==> src/rtl/ysyx_25020077_ctrl_fsm.sv <==
// rtl/ysyx_25020077_ctrl_fsm.sv - multi-cycle fetch/decode/memory/writeback sequencer
//
// Owns the PC and instruction registers and sequences one instruction at a time.
// Ports:
//   clock, reset (async, active-low)
//   io_ifu_req_valid/ready, io_ifu_resp_valid/data   instruction fetch handshake
//   io_lsu_req_valid/ready/wen, io_lsu_resp_valid     load/store handshake
//   io_next_pc                                         PC computed by the datapath
//   io_pc, io_inst, io_imm_type, io_rf_wen             datapath controls
//   io_halt, io_illegal, io_state                      status / debug
module ysyx_25020077_ctrl_fsm #(
   parameter logic [31:0] RESET_PC = 32'h8000_0000
) (
   input  logic        clock,
   input  logic        reset,
   output logic        io_ifu_req_valid,
   input  logic        io_ifu_req_ready,
   input  logic        io_ifu_resp_valid,
   input  logic [31:0] io_ifu_resp_data,
   output logic        io_lsu_req_valid,
   input  logic        io_lsu_req_ready,
   output logic        io_lsu_req_wen,
   input  logic        io_lsu_resp_valid,
   input  logic [31:0] io_next_pc,
   output logic [31:0] io_pc,
   output logic [31:0] io_inst,
   output logic [2:0]  io_imm_type,
   output logic        io_rf_wen,
   output logic        io_halt,
   output logic        io_illegal,
   output logic [2:0]  io_state
);

   typedef enum logic [2:0] {
      S_FETCH  = 3'd0,
      S_WAIT_I = 3'd1,
      S_DECODE = 3'd2,
      S_EXEC   = 3'd3,
      S_MEM    = 3'd4,
      S_WAIT_M = 3'd5,
      S_WB     = 3'd6,
      S_HALT   = 3'd7
   } state_t;

   localparam logic [6:0] OP_LOAD   = 7'b0000011;
   localparam logic [6:0] OP_STORE  = 7'b0100011;
   localparam logic [6:0] OP_IMM    = 7'b0010011;
   localparam logic [6:0] OP_OP     = 7'b0110011;
   localparam logic [6:0] OP_LUI    = 7'b0110111;
   localparam logic [6:0] OP_AUIPC  = 7'b0010111;
   localparam logic [6:0] OP_JAL    = 7'b1101111;
   localparam logic [6:0] OP_JALR   = 7'b1100111;
   localparam logic [6:0] OP_BRANCH = 7'b1100011;
   localparam logic [31:0] EBREAK   = 32'h0010_0073;

   state_t      state;
   state_t      state_nxt;
   logic [31:0] pc_q;
   logic [31:0] inst_q;
   logic        illegal_q;

   logic [6:0] opcode;
   logic       is_load;
   logic       is_store;
   logic       is_legal;
   logic       is_ebreak;
   logic       writes_rd;

   assign opcode    = inst_q[6:0];
   assign is_load   = (opcode == OP_LOAD);
   assign is_store  = (opcode == OP_STORE);
   assign is_ebreak = (inst_q == EBREAK);

   // SYSTEM is deliberately absent: only the exact ebreak encoding is accepted.
   assign is_legal  = is_load || is_store || (opcode == OP_IMM) || (opcode == OP_OP) ||
                      (opcode == OP_LUI) || (opcode == OP_AUIPC) || (opcode == OP_JAL) ||
                      (opcode == OP_JALR) || (opcode == OP_BRANCH);

   assign writes_rd = is_load || (opcode == OP_IMM) || (opcode == OP_OP) ||
                      (opcode == OP_LUI) || (opcode == OP_AUIPC) || (opcode == OP_JAL) ||
                      (opcode == OP_JALR);

   // State and architectural registers
   always_ff @(posedge clock or negedge reset) begin
      if (!reset) begin
         state     <= S_FETCH;
         pc_q      <= RESET_PC;
         inst_q    <= '0;
         illegal_q <= 1'b0;
      end else begin
         state <= state_nxt;
         if (state == S_WAIT_I && io_ifu_resp_valid) begin
            inst_q <= io_ifu_resp_data;
         end
         if (state == S_WB) begin
            pc_q <= io_next_pc;
         end
         if (state == S_DECODE && !is_ebreak && !is_legal) begin
            illegal_q <= 1'b1;
         end
      end
   end

   // Next-state logic
   always_comb begin
      state_nxt = state;
      unique case (state)
         S_FETCH:  if (io_ifu_req_ready)  state_nxt = S_WAIT_I;
         S_WAIT_I: if (io_ifu_resp_valid) state_nxt = S_DECODE;
         S_DECODE: begin
            if (is_ebreak || !is_legal) state_nxt = S_HALT;
            else                        state_nxt = S_EXEC;
         end
         S_EXEC:   state_nxt = (is_load || is_store) ? S_MEM : S_WB;
         S_MEM:    if (io_lsu_req_ready)  state_nxt = S_WAIT_M;
         S_WAIT_M: if (io_lsu_resp_valid) state_nxt = S_WB;
         S_WB:     state_nxt = S_FETCH;
         S_HALT:   state_nxt = S_HALT;
         default:  state_nxt = S_FETCH;
      endcase
   end

   // Outputs decoded from state and the instruction register
   always_comb begin
      io_ifu_req_valid = (state == S_FETCH);
      io_lsu_req_valid = (state == S_MEM);
      io_lsu_req_wen   = (state == S_MEM) && is_store;
      io_rf_wen        = (state == S_WB) && writes_rd;
      io_halt          = (state == S_HALT);
      io_illegal       = illegal_q;
      io_state         = state;
      io_pc            = pc_q;
      io_inst          = inst_q;

      io_imm_type = 3'd0;
      unique case (opcode)
         OP_IMM, OP_JALR, OP_LOAD: io_imm_type = 3'd1;
         OP_STORE:                 io_imm_type = 3'd2;
         OP_LUI, OP_AUIPC:         io_imm_type = 3'd3;
         OP_JAL:                   io_imm_type = 3'd4;
         OP_BRANCH:                io_imm_type = 3'd5;
         default:                  io_imm_type = 3'd0;
      endcase
   end

endmodule

==> config.mk <==
export PLATFORM = sky130hd
export DESIGN_NAME = ysyx_25020077_ctrl_fsm
export DESIGN_NICKNAME = d
export VERILOG_FILES = /design/src/rtl/ysyx_25020077_ctrl_fsm.sv
export SDC_FILE = /design/constraint.sdc
export NUM_CORES = 1
export LEC_CHECK = 0
export ABC_AREA = 0
export CORE_MARGIN = 2
export CORE_UTILIZATION = 40
export DETAILED_ROUTE_END_ITERATION = 12
export PLACE_DENSITY = 0.9
export SLEW_MARGIN = 20
export SYNTH_ARGS = -nofsm -noshare
export SYNTH_HDL_FRONTEND = slang
export SYNTH_SLANG_ARGS = --single-unit
==> constraint.sdc <==
create_clock -name clock -period 1.9 [get_ports clock]
set_input_delay 0.19 -clock clock [delete_from_list [all_inputs] [get_ports clock]]
set_output_delay 0.19 -clock clock [all_outputs]
set_load 0.01 [all_outputs]
## Yosys cells after proc, flatten, opt, wreduce, memory -nomap -nowiden

Index checks and enable logic that the tools add are counted.

- Register bits: 68
- Input bits: 70
- Output and inout bits: 76
- Logic and storage cells: 59

- Equality and inequality tests: 21
- Muxes and demuxes: 8
- Reduce and logical (&&, ||, !) cells: 26

Operator list:

| cell | number |
|---|---|
| $eq 32x21->1 const B | 1 |
| $pmux 3 s8 | 1 |
| $eq 7x6->1 const B | 3 |
| $eq 7x7->1 const B | 3 |
| $logic_or 1x1->1 | 15 |
| $mux 3 | 5 |
| $pmux 3 s5 | 1 |
| $eq 7x5->1 const B | 2 |
| $eq 3x3->1 const B | 4 |
| $eq 7x2->1 const B | 1 |
| $eq 3x2->1 const B | 2 |
| $logic_and 1x1->1 | 5 |
| $ne 2x1->1 const B | 2 |
| $ne 2x2->1 const B | 2 |
| $reduce_and 4->1 | 1 |
| $eq 3x1->1 const B | 1 |
| $logic_not 3->1 | 1 |
| $reduce_or 3->1 | 1 |
| $logic_not 1->1 | 2 |
| $mux 2 | 1 |
| $reduce_or 2->1 | 1 |

## Logic depth before layout (Yosys ltp)

Gate-level depths: netlist of the first run.

- Depth in word-level cells: 13
- Gate-level depth with buffers: 7
- Depth with buffers taken out: 4

## Worst setup path before layout of the first run

Ideal clock, no wire load.

- Kind: register to output
- From: register state[2] (netlist: io_state[2])
- To: output port io_rf_wen
- Data arrival time: 1.401 ns
- Required time: 1.710 ns
- Setup slack: 0.309 ns
- Stages on the path, launching flop included: 7
- Path buffers: 2
- Cell sequence: dfrtp_1 > buf_4 > inv_1 > nor2_1 > nand2_2 > buf_6 > a211oi_1

- Word-level cells in the longest chain between the ends: 2

RTL lines:

| item | RTL line | text |
|---|---|---|
| from (decl) | 56 | `state_t state;` |
| from (signal assigned) | 91 | `state <= state_nxt;` |
| $eq 3x3->1 | 128 | `io_rf_wen = (state == S_WB) && writes_rd;` |
| $logic_and 1x1->1 | 128 |  |
| to (decl) | 28 | `output logic io_rf_wen,` |

No other way between the ends.

## Worst setup path in the final report of the first run

- From: register inst_q[2] (netlist: io_inst[2])
- To: output port io_lsu_req_wen

- Word-level cells in the longest chain between the ends: 2

RTL lines:

| item | RTL line | text |
|---|---|---|
| from (decl) | 59 | `logic [31:0] inst_q;` |
| from (signal assigned) | 93 | `inst_q <= io_ifu_resp_data;` |
| $eq 7x6->1 | 71 | `assign is_store = (opcode == OP_STORE);` |
| $logic_and 1x1->1 | 127 | `io_lsu_req_wen = (state == S_MEM) && is_store;` |
| to (decl) | 22 | `output logic io_lsu_req_wen,` |

No other way between the ends.

==> summary.md, run 1 <==
| Metric | Value |
|---|---|
| Synth top area share | `0.585` |
| YS warnings | `0` |
| Crit path from | `io_inst[2]` |
| Largest cells by area after synthesis | `dfrtp_1, mux2_2, buf_6` |
| LEAKAGE | `2.00 nW` |
| Met3 routed WL | `530 um` |
| Mapped Nets | `around 270` |
| Antenna fix cells | `0` |
| CTS H-tree lvls | `3` |
| Max Fclk | `0.573 GHz` |
| Placed inst area | `4430 um^2` |
| Crit path to | `io_lsu_req_wen` |
| CTS tree | `done` |
| Leading area contributor after synthesis | `dfrtp_1` |
| Util after Layout | `0.687` |
| Worst-path clk slew | `0.08 ns` |
| # DRC | `0` |
| Max Cap Viol | `0` |
| Max layer used | `met4` |
| Die ar. | `between 7000 and 8000 um^2` |
| I/O Buffers | `145` |
| Inserted Clock Buffers | `9` |
| Die Height | `88.6 um` |
| R2R Path Start | `io_inst[8]` |
| Slew headroom | `0.739` |
| P&R area growth vs syn | `64.7%` |
| Post-route setup slack | `0.155 ns` |
| Vias in the first global route | `2,410` |
| GR Overflow Total | `0` |
| Synthesized area per cell | `14.2 um^2` |
| Pre-CTS setup slack | `0.0819 ns` |
| 1st-pass router iterations | `4` |
| Min cycle time layout | `1.74 ns` |
| FF-to-FF path depth | `4` |
| GRT Util Overall | `0.191` |
| Clk_lat worst skew | `0.33 ns` |
| Row cnt | `30` |
| Seq cells post-synth | `slightly below 70` |
| Final setup fails | `0` |
| Worst hold slack | `0.411 ns` |
| Vias/cell | `4.92` |
| Final Hold Viols | `0` |
| Sequential element share of the synthesized area | `0.595` |
| Die X | `88.6 um` |
| 1st-iter DRT viols | `39` |
| Critical path class | `flop to output port` |
| Arr. time, crit path | `1.55 ns` |
| Final net count | `around 430` |
| DR WL met2 | `3950 um` |
| Pin count of the biggest net entering global routing | `69` |
| Worst slew pin tran | `0.387 ns` |
| Setup Skew | `~0.012 ns` |
| Synth unique cells | `34` |
| R2R setup slack | `0.27 ns` |
| CTS Root Cell | `clkbuf_8` |
| Netlist Area Pre-Place | `2860 um^2` |
| Clock Path Buffers | `2` |
| CP Data Required Time | `1.71 ns` |
| Unrepaired setup endpoints after global routing | `no` |
| M1 WL | `2850 um` |
| Ports | `146` |
| Antenna Nets Post-Route | `0` |
| Worst-path fanout max | `5` |
| R2r endpoint | `io_illegal` |
| Final wirelength | `7410 um` |
| Final Cycle Share | `0.918` |
| TNS Setup | `0 ns` |
| PD cells | `1670 nW/um^2` |
| Worst vdd ir | `0.923 mV` |
| Final Max Slew Viols | `0` |
| Wire per inst | `between 15 and 20 um` |
| Layout cell share with drive strength beyond 1 | `0.283` |
| Startpoint Class | `flop` |
| Core box area | `6870 um^2` |
| CTS sink count | `68` |
| First-pass GRT wire length | `11,400 um` |
| Initial Utilization | `0.417` |
| Routability Congestion | `0.822` |
| Post-Syn Instances | `202` |
| Total number of vias | `2,262` |
| Result of the run | `completed` |
| Min-Delay Path Class | `input pin to asynchronous set/reset pin` |
| Setup crit end kind | `output port` |
| DPL Wire Length | `5460 um` |
| Filler cells | `531` |
| Design Area, Final | `4720 um^2` |
| Initial antenna violation count | `0` |
power breakdown:
part / internal [W] / switching [W]
Sequential: 0.00221 / 0.000533
Combinational: 0.00237 / 0.00147
Clock: 0.000745 / 0.000565
critical path: stages, from the launching register on:
cell	delay [ns]
dfrtp_2	0.45
buf_4	0.15
nor4_4	0.28
and3_1	0.20
clkbuf_2	0.14
cells in the mapped netlist:
cell type   n
inv_1       4
o21ai_0     4
nor4_1      5
nor2_1      7
a21bo_2     1
a21o_1      1
nor4b_1     2
o22a_1      1
a211oi_1    1
o211ai_1    1
nor2b_1     1
dfrtp_1    67
mux2i_1     2
nand2_2     1
nand4_1     1
a21oi_1     2
a31oi_1     2
a311oi_1    1
dfstp_2     1
buf_6       6
nand3_1     2
mux2_1      1
nor3_1      6
mux2_2     62
buf_4       2
or3b_1      1
and2_1      1
or4_1       2
o2111a_1    1
and3_1      2
xor2_1      1
nand2_1     6
o21a_1      1
buf_2       3
worst min path at each step:
stage / startpoint / to / slack (ns)
6_report: reset / io_state[0] / 0.41
5_1_grt: reset / io_state[0] / 0.44
4_1_cts: io_ifu_resp_data[6] / io_inst[6] / 0.41
3_5_place_dp: reset / io_state[0] / 0.24
3_3_place_gp: reset / io_state[0] / 0.24
2_1_floorplan: reset / io_illegal / -0.11
through the flow:
stage	std cells	power, W
floorplan	202	0.00443
global placement	441	0.00636
detailed placement	441	0.00653
CTS	458	0.00789
global route	460	0.00839
finish	460	0.00789
cell type report:
cell class | count | area (um^2) | share of cell area
Timing Repair Buffer | 157 | 1570 | 0.333
Sequential cell | 68 | 1710 | 0.362
Inverter | 4 | 15.0 | 0.00318
Clock buffer | 9 | 124 | 0.0263
Clock inverter | 7 | 100 | 0.0212
Multi-Input combinational cell | 119 | 1080 | 0.229
Tap cell | 96 | 120 | 0.0255
state kept, by name, summed over array words and instances (netlist names):
name        count
io_illegal      1
io_inst        32
io_pc          32
io_state        3
cells by family (layout without fill, tap and decap cells):
| kind of cell | Yosys count | after routing | synth area share |
|---|---|---|---|
| multiplexers | 65 | 65 | 0.255 |
| AND/OR/NAND/NOR | 37 | 37 | 0.0695 |
| flip-flops | 68 | 68 | 0.595 |
| AO/OA/AOI/OAI | 16 | 16 | 0.0389 |
| buffers and inverters | 15 | 177 | 0.0393 |
| XOR/XNOR | 1 | 1 | 0.00306 |
cell usage in the layout (no fill, tap or decap), drive strengths merged, types with 2 or more instances in the layout:
cell type	netlist	routed
a21oi	2	2
a31oi	2	2
and3	2	2
buf	11	12
bufinv	0	2
clkbuf	0	10
clkdlybuf4s50	0	136
clkinvlp	0	3
dfrtp	67	67
dlygate4sd2	0	3
dlymetal6s2s	0	4
inv	4	5
mux2	63	63
mux2i	2	2
nand2	7	7
nand3	2	2
nor2	7	7
nor3	6	6
nor4	5	5
nor4b	2	2
o21ai	4	4
or4	2	2
per-layer routing:
metal | GRT usage | vias up
met4 | 0.0565 | 0
met5 | 0 | -
li1 | - | 1049
met3 | 0.0756 | 6
met1 | 0.217 | 1117
met2 | 0.334 | 90
what timing repair did:
action / CTS / global route
gates resized for setup: 9 / 13
buffers inserted: 0 / 2
endpoints found under the hold margin: 67 / 0
hold buffers: 1 / 0
endpoints found under the setup margin: 7 / 7
Power figures use the tool's default switching activity.
==> run 2, diff against run 1 <==
Settings changed: CORE_MARGIN 2 to not set, REMOVE_ABC_BUFFERS set to 1.
==> run 2 against run 1 <==
- sequential power barely moved
- utilization fell by 0.33 points
- via count fell by 0.13%
- register-to-register slack got worse by 0.08 ns
- flip-flop and latch count did not move
- routed wire length fell by 0.16%
==> summary.md, run 2 (synthesis gave the netlist of run 1 again) <==
| Metric | Value |
|---|---|
| CTS sink count | `between 60 and 70` |
| Vias/cell | `4.91` |
| CTS tree | `done` |
| FF-to-FF path depth | `6` |
| Die Height | `86.6 um` |
| Initial antenna violation count | `0` |
| Min-Delay Path Class | `input pin to asynchronous set/reset pin` |
| GR Overflow Total | `0` |
| Worst hold slack | `0.424 ns` |
| Max Fclk | `0.559 GHz` |
| Ports | `146` |
| Setup crit end kind | `output port` |
| Inserted Clock Buffers | `9` |
| Pre-CTS setup slack | `~0.09 ns` |
| Clock Power Share | `0.169` |
| R2R setup slack | `0.19 ns` |
| Setup Skew | `0.0170 ns` |
| Result of the run | `completed` |
| Arr. time, crit path | `1.60 ns` |
| Unrepaired setup endpoints after global routing | `no` |
| PD cells | `1690 nW/um^2` |
| Die X | `86.6 um` |
| Final Max Slew Viols | `0` |
| Final wirelength | `7400 um` |
| Worst slew pin tran | `0.426 ns` |
| Final Hold Viols | `0` |
| Worst-path fanout max | `5` |
| P&R area growth vs syn | `63.9%` |
| Row cnt | `30` |
| Antenna Nets Post-Route | `0` |
| Filler cells | `521` |
| I/O Buffers | `145` |
| R2r endpoint | `io_state[2]` |
| DPL Wire Length | `5260 um` |
| Worst vdd ir | `0.861 mV` |
| Layout cell share with drive strength beyond 1 | `0.283` |
| Worst-path clk slew | `0.08 ns` |
| Total power | `0.00791 W` |
| Total number of vias | `2,259` |
| Startpoint Class | `flop` |
| CTS H-tree lvls | `3` |
| Slew headroom | `0.712` |
| Final Cycle Share | `0.942` |
| Critical path class | `flop to output port` |
| Sw Share | `0.320` |
| Max Cap Viol | `0` |
| Commonest non-fill, non-tap cell in the layout | `clkdlybuf4s50_1` |
| Sequential share of power | `0.345` |
| # DRC | `0` |
| NetSw | `0.00254 W` |
| Final net count | `429` |
| First-pass GRT wire length | `11,300 um` |
| LEAKAGE | `just under 2 nW` |
| Initial Utilization | `0.417` |
| Clk_lat worst skew | `0.33 ns` |
| Multi-input logic area | `1070 um^2` |
| Core box area | `6870 um^2` |
| Die ar. | `7500 um^2` |
| Clock Path Buffers | `2` |
| GRT Util Overall | `0.202` |
| 1st-iter DRT viols | `100` |
| Post-route setup slack | `0.110 ns` |
| Cell Int Power | `0.00538 W` |
| Antenna fix cells | `0` |
| Wire per inst | `roughly 16 um` |
| 1st-pass router iterations | `4` |
| Routability Congestion | `0.905` |
| Min cycle time layout | `1.79 ns` |
| R2R Path Start | `io_inst[2]` |
| Vias in the first global route | `2,308` |
| Most frequent cells in the layout | `clkdlybuf4s50_1, dfrtp_1, mux2_2` |
| Final setup fails | `0` |
| CTS Root Cell | `clkbuf_8` |
| Gate power share | `0.487` |
| Pin count of the biggest net entering global routing | `69` |
| CP Data Required Time | `1.71 ns` |
| Register area | `1710 um^2` |
==> run 2: cell count changes in the layout (fill, tap and decap cells not counted), sizes merged <==
cell / before / now
inv: 5 / 4
dlymetal6s2s: 4 / 3
dlygate4sd2: 3 / 1
buf: 12 / 13
clkbuf: 10 / 15
clkinvlp: 3 / 1
==> run 2: power by group through the flow <==
stage | clock (W) | sequential [W] | combinational, W
after floorplan | 0 | 0.00307 | 0.00124
after global placement | 0 | 0.00268 | 0.00366
after detailed placement | 0 | 0.00274 | 0.00375
after CTS | 0.00137 | 0.00273 | 0.00385
after global routing | 0.00144 | 0.00281 | 0.00409
final | 0.00133 | 0.00273 | 0.00385
==> run 2: what timing repair did <==
action                                 CTS  global route
setup endpoints to repair                6             6
hold buffers                             1             0
buffers inserted                         2             1
cloned                                   0             0
pin swaps                                0             0
endpoints found under the hold margin   67             0
resized for setup                       17            12
==> run 2: how the worst max path moves through the flow <==
stage                     start              to  slack [ns]  cells after the start
floorplan           io_state[1]      io_inst[0]       -0.10                      3
global placement     io_inst[5]       io_rf_wen        0.14                      4
detailed placement   io_inst[5]  io_imm_type[2]        0.09                      4
CTS                  io_inst[2]       io_rf_wen        0.01                      5
global route         io_inst[2]       io_rf_wen        0.02                      5
finish               io_inst[2]       io_rf_wen        0.11                      5
==> run 2: cell type report <==
class,instances,share of cell area
timing repair buffer,157,0.330
multi-input combinational,119,0.229
clock buffer,12,0.0330
sequential,68,0.364
inverter,4,0.00320
tap,96,0.0256
clock inverter,4,0.0155
==> run 2: stage by stage <==
stage | instances | instance area, um^2 | TNS [ns] | util
5_1_grt | 460 | 4690 | 0 | 0.683
2_1_floorplan | 191 | 2770 | -3.22 | -
3_3_place_gp | 440 | 4420 | 0 | 0.643
3_5_place_dp | 440 | 4420 | 0 | 0.643
4_1_cts | 459 | 4700 | 0 | 0.684
6_report | 460 | 4690 | 0 | 0.683
==> run 2: layer usage <==
layer / wire length [um] / GRT usage / vias up / share of wire
met5: 0 / 0 / - / 0
li1: - / - / 1041 / -
met4: 152 / 0.0788 / 0 / 0.021
met2: 3870 / 0.350 / 101 / 0.52
met3: 472 / 0.0552 / 15 / 0.064
met1: 2910 / 0.238 / 1102 / 0.39
==> run 2: critical path, cell delays in order, from the launching register on <==
cell,delay [ns]
dfrtp_2,0.44
buf_4,0.16
nor2_1,0.13
o21ai_0,0.11
a211oi_1,0.25
clkbuf_2,0.17
